### src/rtl/gat_debug_pkg.sv
// Shared definitions for the debug readout path: sync byte, FSM state type,
// debug word type and frame-length helper.
package gat_debug_pkg;

    localparam logic [7:0] DBG_SYNC_BYTE = 8'hA5;
    // Byte index width; covers the longest frame (15 words -> index 63).
    localparam int DBG_IDX_W = 6;

    typedef enum logic {IDLE, SEND} dbg_tx_state_t;
    typedef logic [31:0] dbg_word_t;

    // Index of the checksum byte, equal to the header+data byte count.
    function automatic logic [DBG_IDX_W-1:0] dbg_frame_len(input int num_words);
        return DBG_IDX_W'(3 + 4 * num_words);
    endfunction

endpackage

### src/rtl/debug_byte_sel.sv
// Combinational byte selector: maps a frame byte index to the header or
// snapshot data byte. The checksum byte is supplied by the caller.
module debug_byte_sel
    import gat_debug_pkg::*;
#(
    parameter int         NUM_WORDS = 3,
    parameter logic [7:0] SYNC_BYTE = DBG_SYNC_BYTE
) (
    input  logic [DBG_IDX_W-1:0]     byte_idx,
    input  logic [7:0]               seq,
    input  logic [NUM_WORDS*32-1:0]  snapshot,
    output logic [7:0]               byte_o
);

    localparam logic [DBG_IDX_W-1:0] FRAME_L  = dbg_frame_len(NUM_WORDS);
    localparam logic [DBG_IDX_W-1:0] IDX_SYNC = DBG_IDX_W'(0);
    localparam logic [DBG_IDX_W-1:0] IDX_SEQ  = DBG_IDX_W'(1);
    localparam logic [DBG_IDX_W-1:0] IDX_NW   = DBG_IDX_W'(2);
    localparam logic [3:0]           NW       = 4'(NUM_WORDS);

    logic [DBG_IDX_W-1:0] d_idx;
    dbg_word_t            word_sel;

    // Data byte offset: upper bits pick the word, low two bits the byte (MSB first).
    assign d_idx = byte_idx - DBG_IDX_W'(3);

    always_comb begin
        word_sel = '0;
        for (int w = 0; w < NUM_WORDS; w++) begin
            if (d_idx[DBG_IDX_W-1:2] == 4'(w)) begin
                word_sel = snapshot[w*32 +: 32];
            end
        end

        byte_o = '0;
        if (byte_idx == IDX_SYNC) begin
            byte_o = SYNC_BYTE;
        end else if (byte_idx == IDX_SEQ) begin
            byte_o = seq;
        end else if (byte_idx == IDX_NW) begin
            byte_o = {4'h0, NW};
        end else if (byte_idx < FRAME_L) begin
            case (d_idx[1:0])
                2'd0:    byte_o = word_sel[31:24];
                2'd1:    byte_o = word_sel[23:16];
                2'd2:    byte_o = word_sel[15:8];
                default: byte_o = word_sel[7:0];
            endcase
        end
    end

endmodule

### src/rtl/debug_frame_tx.sv
// Snapshots the debug probe words on request and streams them as a framed,
// XOR-checksummed byte sequence over a valid/ready byte interface.
module debug_frame_tx
    import gat_debug_pkg::*;
#(
    parameter int         NUM_WORDS = 3,
    parameter int         WORD_W    = 32,
    parameter logic [7:0] SYNC_BYTE = DBG_SYNC_BYTE,
    parameter int         CNT_W     = 16
) (
    input  logic                        clk,
    input  logic                        rst,
    input  logic                        cap_req_i,
    input  logic [NUM_WORDS*WORD_W-1:0] dbg_words_i,
    output logic [7:0]                  tx_data_o,
    output logic                        tx_vld_o,
    input  logic                        tx_rdy_i,
    output logic                        busy_o,
    output logic [CNT_W-1:0]            frame_cnt_o,
    output logic [CNT_W-1:0]            drop_cnt_o
);

    // Handshake: a byte moves when tx_vld_o & tx_rdy_i at a rising edge; while
    // tx_vld_o is high, tx_data_o and tx_vld_o hold until that happens (reset excepted).

    localparam logic [DBG_IDX_W-1:0] CKSUM_IDX = dbg_frame_len(NUM_WORDS);
    localparam logic [DBG_IDX_W-1:0] IDX_ZERO  = DBG_IDX_W'(0);

    dbg_tx_state_t                 state, state_nxt;
    logic [DBG_IDX_W-1:0]          byte_idx, idx_nxt, idx_inc;
    logic [NUM_WORDS*WORD_W-1:0]   snapshot, snap_nxt;
    logic [7:0]                    seq, seq_nxt;
    logic [7:0]                    cksum, cksum_nxt;
    logic [7:0]                    data_nxt, sel_byte;
    logic                          vld_nxt, busy_nxt, accept;
    logic [CNT_W-1:0]              frame_nxt, drop_nxt;

    assign accept  = tx_vld_o & tx_rdy_i;
    assign idx_inc = byte_idx + DBG_IDX_W'(1);

    debug_byte_sel #(
        .NUM_WORDS (NUM_WORDS),
        .SYNC_BYTE (SYNC_BYTE)
    ) u_byte_sel (
        .byte_idx (idx_inc),
        .seq      (seq),
        .snapshot (snapshot),
        .byte_o   (sel_byte)
    );

    always_comb begin
        state_nxt = state;
        idx_nxt   = byte_idx;
        snap_nxt  = snapshot;
        seq_nxt   = seq;
        cksum_nxt = cksum;
        data_nxt  = tx_data_o;
        vld_nxt   = tx_vld_o;
        busy_nxt  = busy_o;
        frame_nxt = frame_cnt_o;
        drop_nxt  = drop_cnt_o;

        case (state)
            IDLE: begin
                if (cap_req_i) begin
                    state_nxt = SEND;
                    snap_nxt  = dbg_words_i;
                    seq_nxt   = frame_cnt_o[7:0];
                    idx_nxt   = '0;
                    cksum_nxt = '0;
                    data_nxt  = SYNC_BYTE;
                    vld_nxt   = 1'b1;
                    busy_nxt  = 1'b1;
                end
            end
            SEND: begin
                if (accept) begin
                    if (byte_idx == CKSUM_IDX) begin
                        state_nxt = IDLE;
                        data_nxt  = '0;
                        vld_nxt   = 1'b0;
                        busy_nxt  = 1'b0;
                        frame_nxt = frame_cnt_o + 1'b1;
                    end else begin
                        idx_nxt = idx_inc;
                        // SYNC is excluded; every later header/data byte folds in.
                        if (byte_idx != IDX_ZERO) begin
                            cksum_nxt = cksum ^ tx_data_o;
                        end
                        data_nxt = (idx_inc == CKSUM_IDX) ? cksum_nxt : sel_byte;
                    end
                end
            end
            default: state_nxt = IDLE;
        endcase

        if (busy_o && cap_req_i && (drop_cnt_o != '1)) begin
            drop_nxt = drop_cnt_o + 1'b1;
        end
    end

    always_ff @(posedge clk) begin
        if (rst) begin
            state       <= IDLE;
            byte_idx    <= '0;
            snapshot    <= '0;
            seq         <= '0;
            cksum       <= '0;
            tx_data_o   <= '0;
            tx_vld_o    <= 1'b0;
            busy_o      <= 1'b0;
            frame_cnt_o <= '0;
            drop_cnt_o  <= '0;
        end else begin
            state       <= state_nxt;
            byte_idx    <= idx_nxt;
            snapshot    <= snap_nxt;
            seq         <= seq_nxt;
            cksum       <= cksum_nxt;
            tx_data_o   <= data_nxt;
            tx_vld_o    <= vld_nxt;
            busy_o      <= busy_nxt;
            frame_cnt_o <= frame_nxt;
            drop_cnt_o  <= drop_nxt;
        end
    end

endmodule

### config.mk
export PLATFORM = sky130hd
export DESIGN_NAME = debug_frame_tx
export DESIGN_NICKNAME = d
export VERILOG_FILES = /design/src/rtl/gat_debug_pkg.sv /design/src/rtl/debug_byte_sel.sv /design/src/rtl/debug_frame_tx.sv
export SDC_FILE = /design/constraint.sdc
export NUM_CORES = 1
export LEC_CHECK = 0
export BUFFER_PORTS_ARGS = -buffer_cell sky130_fd_sc_hd__buf_2
export CAP_MARGIN = 15
export CORE_UTILIZATION = 52
export CTS_BUF_LIST = sky130_fd_sc_hd__clkbuf_4
export CTS_CLUSTER_SIZE = 28
export DETAILED_ROUTE_END_ITERATION = 10
export GPL_TIMING_DRIVEN = 0
export PLACE_DENSITY = 0.78
export RECOVER_POWER = 100
export SLEW_MARGIN = 20
export SYNTH_ARGS = -nofsm -noshare
export SYNTH_HDL_FRONTEND = slang
export SYNTH_SLANG_ARGS = --single-unit
### constraint.sdc
create_clock -name clk -period 2.7 [get_ports clk]
set_clock_uncertainty 0.05 [all_clocks]
set_input_delay 0.54 -clock clk [delete_from_list [all_inputs] [get_ports clk]]
set_output_delay 0.54 -clock clk [all_outputs]
set_load 0.02 [all_outputs]
==> run summary, run 1 <==
For this run, design rule violations remaining after detail routing come to 0. The fraction of layout instances using a drive strength above 1 is 0.1963. The tool flagged a number of max-cap violations equal to 0.

For this run, global-route usage on met3 was measured as 0.06780. The row count came out at 43. The count of inserted antenna diode cells came out at 0. The worst setup path is captured at a flop. The synthesis-to-finish area growth came out at 22.72%. Setup repair after global routing could not meet its margin everywhere.

The number of DRC markers in iteration 0 came out at 995. The total vias in the final route came out at 8148. The worst slew margin relative to its limit came out at 0.4575. Routability-driven placement finished with a final weighted congestion of 0.9602. The area enclosed by the die boundary came out at 15180 µm². The data arrival time at the worst-slack endpoint is 3160 ps. The number of antenna violations at the first check in global routing came to 0. The hold-critical path depth is 3.

Of the available clock period, the critical path in the final layout requires 1.001. TritonCTS built the clock tree. For this run, global-route usage on met2 was measured as 0.5000.

The number of enable-type register cells in the synthesized netlist is 0. The largest fanout on the critical path is 10. At the end of the flow, the number of nets in the layout was 1289.

The global-route wire length before repair is 36070 µm. Setup violations remaining at the end of the flow were counted as 1. The number of warnings reported in the yosys synthesis log is 0.

In this run the remaining antenna-violating nets after routing total 0. The worst supply voltage drop on vdd is 0.0003503 V. The destination of the worst hold path is snapshot[28]$_SDFFE_PP0P_. The post-synthesis instance area is 7639 µm².

The post-synthesis sequential element count came out at 160. The dominant register cell in the synthesized netlist is dfxtp_1. The final reports fail on setup timing.

The final layout contains routed wiring with a total length of 23960 µm. The startpoint type of the worst setup path is a flop. The synthesized netlist cell count is 997. The die is 123.2 µm tall. The number of global-route vias before repair came out at 7310. The total power divided by cell area came out at 487.6 nW/µm². The count of buffers added on input and output ports is 140. The half-perimeter wire length after placement is 17060 µm.

The global-route congestion overflow total came out at 0. The share of the core filled with cells came out at 0.6650. The wire length per cell came out at 17.46 µm. The global-route total usage across every layer came out at 0.3141. The total negative slack is -2.399 ps. The pin count of the biggest net entering global routing came out at 17. The count of cell types in the netlist came out at 66.

The clock sink total came out at 160. The run finished, with violations left. In this run the static leakage power is 3.477 nW. The detail-routed via count per cell came out at 5.939. Across all setup checks in the final design, the least slack found is -2.399 ps. The met1 track demand over resource in global routing came out at 0.4209. Buffers inserted to repair hold after CTS numbered 0.

The filler cells instantiated in the layout total 1260. In this run the most critical hold path is launched from dbg_words_i[28]. The endpoint identified for the worst register-to-register timing path is tx_data_o[1]$_SDFFE_PP0P_. The total CTS buffers came out at 17.

In this run the critical register-to-register path is launched from byte_idx[1]$_SDFFE_PP0P_. The first detailed-routing pass took 6 iterations. The highest clock frequency the design can meet came out at 0.3700 GHz. A synthesized cell averages 7.662 µm².

For the pin with the worst max-slew slack, the measured transition is 810.8 ps. By startpoint and endpoint, the worst setup path is classified as flop to flop. Data on the critical path is required at its endpoint by 3160 ps. The root buffer cell chosen for the clock tree is clkbuf_4. The most heavily used metal layer in global routing is met2.

The total power draw is 4.571 mW. The final critical delay including setup and external delays is 2702 ps. No sink is reached through more buffers than the 2 on the longest clock path. The number of nets in the synthesized netlist is 1106.

After clock tree synthesis, the clock-pin slew on the worst setup and hold paths is 150 ps. The count of pins over their slew limit came out at 0. The maximum level of the CTS H-tree is 4. The floorplan step defined a core boundary enclosing 14100 µm². The length in cells of the worst reg-to-reg path is 9. The final-report hold violation count is 0. The instance area at placement is 8564 µm². For this run, the register share of the synthesized area comes to 0.4193. The proportion of register bits with asynchronous set or reset after synthesis came out at 0. The path class of the tightest hold or removal check is input pin to flop.

Once layout is done, the placed cells without fillers occupy 9374 µm². The horizontal die dimension came out at 123.2 µm. The initial utilization of the core area, before any placement, comes to 0.5419. The reg2reg setup slack came out at -2 ps. The I/O pin total is 142. The source-to-sink clock delay at the later pin of the worst-skew pair is 600 ps.
placed cells by master, fill, tap and decap left out, drive strengths merged, types with 6 or more instances in the layout:
| cell | instances |
|---|---|
| clkbuf | 106 |
| nand3 | 27 |
| nor3 | 10 |
| a222oi | 13 |
| nand2 | 264 |
| nor4 | 7 |
| dfxtp | 160 |
| a221oi | 7 |
| a31oi | 9 |
| ha | 9 |
| or3 | 14 |
| nor2 | 61 |
| inv | 11 |
| nand4 | 12 |
| buf | 149 |
| mux2 | 6 |
| o21ai | 45 |
| o21a | 9 |
| a21oi | 148 |
| and3 | 7 |
| xnor2 | 18 |
| xor2 | 17 |
| clkinv | 6 |
| a22oi | 7 |
| o41ai | 6 |
cells by family after synthesis:
| group | synth area share |
|---|---|
| buffers and inverters | 0.04504 |
| adder cells (fa/ha/maj) | 0.01474 |
| multiplexers | 0.01278 |
| AO/OA/AOI/OAI | 0.2247 |
| flip-flops | 0.4193 |
| AND/OR/NAND/NOR | 0.2393 |
| XOR/XNOR | 0.04406 |
critical path, cell delays in order (launching register included):
cell and delay, ps:
dfxtp_4 410, ha_4 230, xnor3_2 400, a221o_1 430, nand3_4 160, buf_8 170, nand2_1 110, o2111ai_2 220
o221ai_1 200, o21a_1 240
routing by layer:
| layer | wire, µm | vias up |
|---|---|---|
| met4 | 686 | 0 |
| met3 | 2254 | 65 |
| met5 | 0 | - |
| li1 | - | 3855 |
| met2 | 10870 | 422 |
| met1 | 10140 | 3806 |
worst max path at each step:
stage / startpoint / end / slack (ps) / cells after the start
after floorplan: byte_idx[0]$_SDFFE_PP0P_ / tx_data_o[7]$_SDFFE_PP0P_ / 90 / 10
after CTS: byte_idx[0]$_SDFFE_PP0P_ / tx_data_o[6]$_SDFFE_PP0P_ / -30 / 11
after global routing: byte_idx[1]$_SDFFE_PP0P_ / tx_data_o[1]$_SDFFE_PP0P_ / -100 / 9
after detailed placement: byte_idx[0]$_SDFFE_PP0P_ / tx_data_o[5]$_SDFFE_PP0P_ / -450 / 11
final: byte_idx[1]$_SDFFE_PP0P_ / tx_data_o[1]$_SDFFE_PP0P_ / -2 / 9
after global placement: byte_idx[0]$_SDFFE_PP0P_ / tx_data_o[7]$_SDFFE_PP0P_ / -420 / 11
per-stage QoR:
step	hold slack [ps]	std cells	setup WS [ps]
floorplan	381.9	997	93.25
global placement	389.1	1317	-422.5
detailed placement	396.3	1317	-453.1
CTS	82.22	1357	-26.15
global route	73.90	1372	-102.0
finish	102.2	1372	-2.399
final cells by class:
class / count / area (µm²) / area share
buffer: 70 / 331.6 / 0.03537
clock buffer: 19 / 142.6 / 0.01522
multi-input combinational: 755 / 4387 / 0.4680
tap: 180 / 225.2 / 0.02403
clock inverter: 12 / 158.9 / 0.01695
inverter: 10 / 41.29 / 0.004405
timing repair buffer: 166 / 877.1 / 0.09357
sequential: 160 / 3211 / 0.3425
cell usage after synthesis (all sizes together), types with 3 or more instances:
cell	number	area, µm²
a31oi	9	56.30
dfxtp	160	3203
buf	19	107.6
nand3	27	152.7
nand4b	3	26.28
a32oi	5	43.79
xor2	17	148.9
o41ai	6	52.55
mux2	6	67.56
a22oi	7	52.55
ha	9	112.6
nor4	7	58.81
o21ai	45	225.2
a21oi	148	740.7
xnor2	18	165.2
a31o	3	26.28
nand3b	3	22.52
a222oi	13	130.1
o21a	9	67.56
nand4	12	75.07
clkbuf	53	198.9
mux2i	3	30.03
a21o	5	37.54
nor3	10	55.05
inv	9	33.78
or3	14	87.58
and3	7	43.79
a21boi	5	37.54
nand2	264	991.0
a221oi	7	67.56
nor2	61	229.0
power breakdown:
| group | switching, mW | leakage, nW | internal [mW] |
|---|---|---|---|
| Sequential | 0.0666 | 1.31 | 2.45 |
| Clock | 0.893 | 0.161 | 0.665 |
| Combinational | 0.310 | 2.01 | 0.186 |
| Total | 1.27 | 3.48 | 3.30 |
sequential cells by signal, indices dropped and copies added (netlist names), 6 cells and up:
signal / flops
frame_cnt_o: 16
snapshot: 96
tx_data_o: 8
cksum: 8
drop_cnt_o: 16
byte_idx: 6
seq: 8
repair_timing:
item / in CTS / in global routing
setup endpoints to repair: 29 / 15
resized for setup: 27 / 60
buffers inserted: 9 / 17
pin swaps: 11 / 17
Note: power is estimated with default switching activity, not from simulation.
==> inputs of run 2 (changes only) <==
Settings changed: CAP_MARGIN 15 to unset, SKIP_LAST_GASP set to 1.
==> run summary, run 2 (synthesized netlist as in run 1, its figures left out) <==
The final-report hold violation count is 0. The source-to-sink clock delay at the later pin of the worst-skew pair is 600 ps. The half-perimeter wire length after placement came out at 17060 µm. The number of antenna violations at the first check in global routing is 0. The wire length per cell came out at 17.44 µm. Hold is met by 110.4 ps. The proportion of power drawn by combinational gates is 0.109.

The final critical delay including setup and external delays came out at 2693 ps. The sum of routed wire length over all layers is 23920 µm. Summing all flip-flop and latch instances after layout gives 3211 µm². The slowest library cell on the worst path is dfxtp_4. The share of the clock period used by the worst path after layout is 0.9973.

The I/O pin total came out at 142. CTS placed an instance of clkbuf_4 at the clock tree root. The final weighted congestion of routability-driven global placement is 0.9602. For this run, the total global-route usage over all layers was measured as 0.3141.

The horizontal die dimension is 123.2 µm. The number of global-route vias before repair came to 7310. The maximum level of the CTS H-tree is 4.

The switching part of the total power is 0.2764. For this run, the detailed router's first-pass iteration total came to 6. The count of pins over their slew limit came out at 0. The number of nets still failing antenna checks after routing is 0. For this configuration, the core starts out at a cell density of 0.5419. The most common cell after layout, fill and taps aside is nand2_1.

The count of hold-fix buffers inserted at cts is 0. The pin count of the biggest net entering global routing came out at 17. STA puts the critical path data required time at 3150 ps.

The tightest min-delay check is of the input pin to flop type. The synthesis-to-finish area growth is 22.57%. The global-route wire length before repair came out at 36070 µm. Counting every sink on the clock net gives 160. The largest registers in the layout are snapshot (96), drop_cnt_o (16), frame_cnt_o (16).

The data arrival time at the worst-slack endpoint is 3150 ps. The flow ran to the end, and the final reports show no timing, DRC or antenna violations. In the layout the commonest cells are nand2_1, dfxtp_1, a21oi_1.

The count of unresolved DRC violations after routing is 0. The worst supply voltage drop on vdd came out at 0.0003498 V. The signal on the critical path passes through buf_8 -> clkinvlp_4 -> ha_4 -> nor2_4 -> and3_1 -> o311ai_0 -> a21boi_0 -> o41ai_2 -> o21ai_1 -> a31o_1.

The final setup violation count came out at 0. The share of the core filled with cells is 0.6642. The area enclosed by the die boundary is 15180 µm².

The y dimension of the die is 123.2 µm. The global-route congestion overflow total came out at 0. In the final layout, the multi-input gates occupy 4375 µm². The total power divided by cell area is 487.1 nW/µm². The transition time at the pin with the least slew margin is 807.1 ps. Setup repair after global routing could not meet its margin everywhere. The count of buffers added on input and output ports is 140. The detail-routed via count per cell is 5.964. The flip-flop count of the largest register after layout is 96. The clock slew seen by the registers of the worst setup and hold paths came out at 140 ps. The worst setup path is captured at a flop. The number of DRC markers in iteration 0 is 940. The worst setup path is of the flop to flop kind.

The max-capacitance violation count came out at 0. The highest cell delay on the worst timing path came out at 410 ps. The register share of total power is 0.551. The leakage power of the design came out at 3.478 nW. The internal power summed over all cells came out at 3.300 mW. The total CTS buffers came out at 17.

The startpoint type of the worst setup path is a flop. snapshot holds more flip-flops than any other register. Summing over every cut layer, the via total after detailed routing is 8182.

For this run, the top clock speed supported by timing is 0.3714 GHz. The final-stage net count is 1289. Of the total power, the clock network draws 0.340.

The net switching power came out at 1.261 mW. The standard cell core area came out at 14100 µm². The fraction of layout instances using a drive strength above 1 is 0.1963. 0 antenna diodes ended up in the layout. The largest fanout on the critical path came out at 5. The worst-case clock buffer depth came out at 2. TritonCTS built the clock tree. The row count came out at 43. In this run the tightest slew margin relative to its limit is 0.4600. The filler cells instantiated in the layout total 1265.
-- run 2: cell counts in the layout (fill, tap and decap cells not counted) --
No cell type changed its count.
-- run 2: routing by layer --
metal	global-route usage	wire length, µm
met5	0	0
met4	0.1062	638
met3	0.06780	2229
met2	0.5000	10870
met1	0.4209	10190
-- run 2: path summary, 6_finish.rpt --
kind	start	end	cells after the start	slack, ps
setup / recovery	byte_idx[0]$_SDFFE_PP0P_	tx_data_o[2]$_SDFFE_PP0P_	10	7
hold / removal	dbg_words_i[28]	snapshot[28]$_SDFFE_PP0P_	3	110
setup reg to reg	byte_idx[0]$_SDFFE_PP0P_	tx_data_o[2]$_SDFFE_PP0P_	10	7
hold reg to reg	snapshot[57]$_SDFFE_PP0P_	snapshot[57]$_SDFFE_PP0P_	2	410
-- run 2: timing repair --
| action | 4_1_cts | 5_1_grt |
|---|---|---|
| gates resized for setup | 27 | 59 |
| setup endpoints to repair | 29 | 15 |
| pin swaps | 11 | 17 |
| gates cloned | 0 | 0 |
| setup buffers | 9 | 17 |
-- run 2: worst max-delay path, delay by kind of cell, from the launching register on --
kind	cells	cell delay, ps
flops	1	410
fa+ha+maj	1	340
compound gates	5	1250
buf+inv	2	280
simple gates	2	280
-- run 2: per-stage QoR --
step	area [µm²]	setup WS (ps)	cells	power [mW]	TNS [ps]
floorplan	7639	93.25	997	2.819	0
global placement	8564	-422.5	1317	3.010	-6348
detailed placement	8564	-453.1	1317	3.019	-8275
CTS	9056	-26.15	1357	4.537	-76.76
global route	9363	-102.0	1372	4.723	-309.2
finish	9363	7.198	1372	4.561	0
-- run 2: area by class of cell --
| type | instances | share of cell area |
|---|---|---|
| multi-input combinational | 755 | 0.4673 |
| inverter | 10 | 0.004410 |
| tap | 180 | 0.02405 |
| sequential | 160 | 0.3429 |
| clock buffer | 19 | 0.01523 |
| clock inverter | 12 | 0.01697 |
| timing repair buffer | 166 | 0.09368 |
| buffer | 70 | 0.03541 |
-- run 2: power by group through the flow --
stage | logic (mW) | clock network, mW | registers [mW]
2_1_floorplan | 0.270 | 0 | 2.55
3_3_place_gp | 0.449 | 0 | 2.56
3_5_place_dp | 0.457 | 0 | 2.56
4_1_cts | 0.471 | 1.56 | 2.51
5_1_grt | 0.545 | 1.66 | 2.52
6_report | 0.495 | 1.55 | 2.51
==> inputs of run 3 (changes only) <==
Settings changed: RECOVER_POWER 100 to unset.
==> run summary, run 3 (synthesized netlist as in run 1, its figures left out) <==
Detailed routing inserted a total of 8089 vias. Leaving out fill and tap cells, the most frequent cell in the layout is nand2_1. The detail route stage leaves a number of antenna-violating nets equal to 0.

Traced cell by cell, the critical path runs through ha_4 -> xnor3_2 -> a221o_1 -> nand3_4 -> buf_8 -> nand2_1 -> o2111ai_2 -> o221ai_1 -> o21a_1. At the worst endpoint, the required time is 3160 ps. The number of antenna violations at the first check in global routing came out at 0.

The synthesis-to-finish area growth is 23.14%. The highest clock frequency the design can meet is 0.3713 GHz. At the end of the flow, the number of nets in the layout was 1289. The wire length per cell came out at 17.46 µm. The worst slew margin relative to its limit is 0.4599. Before antenna repair, the detailed router went through 7 iterations. The pin count of the biggest net entering global routing is 17. The final setup violation count is 0. In the layout the commonest cells are nand2_1, dfxtp_1, a21oi_1. The floorplan step defined a die boundary enclosing 15180 µm². The total power divided by cell area is 485.5 nW/µm².

The number of global-route vias before repair is 7310. The effective utilization at floorplan is 0.5419. The root buffer cell chosen for the clock tree is clkbuf_4. The final-report hold violation count was 0. The final weighted congestion of routability-driven global placement came out at 0.9602. For this run, design rule violations remaining after detail routing come to 0.

The number of DRC markers in iteration 0 came out at 1021. The transition time at the pin with the least slew margin is 807.2 ps. The max-capacitance violation count came out at 0. The fraction of layout instances using a drive strength above 1 is 0.2257. The clock slew seen by the registers of the worst setup and hold paths came out at 150 ps. The slowest stage of the critical path belongs to the cell a221o_1.

STA classifies the critical path endpoint as a flop. STA classifies the critical path startpoint as a flop. The count of inserted antenna diode cells is 0. The count of pins over their slew limit came out at 0. The I/O pin total came out at 142. The worst-case IR drop observed on VDD is 0.0003476 V. For this run, the total global-route usage over all layers was measured as 0.3141.

The maximum level of the CTS H-tree is 4. The detail-routed via count per cell is 5.896. The sum of routed wire length over all layers is 23950 µm. The first global-routing pass estimated 36070 µm of wire. The y dimension of the die is 123.2 µm. The standard cell core area is 14100 µm².

The port buffer count is 140. The worst path in the final design needs a cycle of 2693 ps, including I/O delays and setup. Measured on the finished design, the core utilization comes to 0.6673. The min-delay analysis places its worst path in the category input pin to flop. The largest registers in the layout are snapshot (96), drop_cnt_o (16), frame_cnt_o (16). The share of the clock period used by the worst path after layout came out at 0.9975. The flow ran to the end, and the final reports show no timing, DRC or antenna violations.

The row count came out at 43. The data arrival time at the worst-slack endpoint came out at 3150 ps. The total negative slack is 0 ps. For this design the static power due to leakage is 3.629 nW. Clock tree synthesis inserted a total of 17 buffers. The register with the most flip-flops in the final layout is snapshot. TritonCTS built the clock tree. The die is 123.2 µm wide. For this design, the sink count on the clock tree is 160. The longest clock path from root to sink contains 2 buffers. Of all nets on the critical path, the largest fanout is 10.

The flip-flop count of the largest register after layout came out at 96. At the later pin of the worst-skew pair, clock insertion delay measures 600 ps. Detailed placement finished with a half-perimeter wire length of 17060 µm.

After global routing the overflow that remains totals 0. The worst setup path is of the flop to flop kind. Setup repair after global routing could not meet its margin everywhere. For this run, the slowest stage of the critical path takes 440 ps.
## run 3: cell types whose count changed in the layout (fill, tap and decap cells not counted), sizes merged
cell    change
buf        +35
clkbuf     -35
## run 3: layout make-up
class,instances,area (µm²)
Buffer,70,331.6
Clock buffer,19,142.6
Clock inverter,12,158.9
Fill cell,1244,4690
Inverter,10,41.29
Multi-Input combinational cell,755,4375
Sequential cell,160,3211
Tap cell,180,225.2
Timing Repair Buffer,166,920.9
## run 3: repair_timing
action / 4_1_cts / 5_1_grt
resized for setup: 27 / 59
pin swaps: 11 / 17
endpoints found under the setup margin: 29 / 15
hold buffers: 0 / 0
setup buffers: 9 / 17
## run 3: power breakdown
part / leakage, nW / switching, mW / internal (mW)
Combinational: 2.16 / 0.310 / 0.188
Clock: 0.161 / 0.889 / 0.665
Sequential: 1.31 / 0.0656 / 2.45
Total: 3.63 / 1.26 / 3.30
## run 3: final timing paths
| check | endpoint | from | depth (start not counted) | slack, ps |
|---|---|---|---|---|
| worst min register to register | snapshot[57]$_SDFFE_PP0P_ | snapshot[57]$_SDFFE_PP0P_ | 2 | 410 |
| worst min-delay path | snapshot[28]$_SDFFE_PP0P_ | dbg_words_i[28] | 3 | 100 |
| worst max register to register | tx_data_o[1]$_SDFFE_PP0P_ | byte_idx[1]$_SDFFE_PP0P_ | 9 | 7 |
| worst max-delay path | tx_data_o[1]$_SDFFE_PP0P_ | byte_idx[1]$_SDFFE_PP0P_ | 9 | 7 |
## run 3: per-layer routing
layer  GRT usage  vias to the layer above  share of wire
li1            -                     3854              -
met1      0.4209                     3785           0.43
met2      0.5000                      399           0.46
met3     0.06780                       51          0.087
met4      0.1062                        0          0.022
met5           0                        -              0
## run 3: metrics by stage
stage	worst slack [ps]	area, µm²	cells	total power, mW	hold slack (ps)
after floorplan	93.25	7639	997	2.819	381.9
after global placement	-422.5	8564	1317	3.010	389.1
after detailed placement	-453.1	8564	1317	3.019	396.3
after CTS	-26.15	9056	1357	4.537	82.22
after global routing	-102.0	9407	1372	4.724	73.90
final	6.713	9407	1372	4.567	98.78
## run 3: worst max-delay path, delay by kind of cell (launching register included)
kind | cells | cell delay, ps
AO/OA/AOI/OAI | 4 | 1080
XOR/XNOR | 1 | 400
adder cells (fa/ha/maj) | 1 | 230
buffers and inverters | 1 | 170
flip-flops | 1 | 410
AND/OR/NAND/NOR | 2 | 280
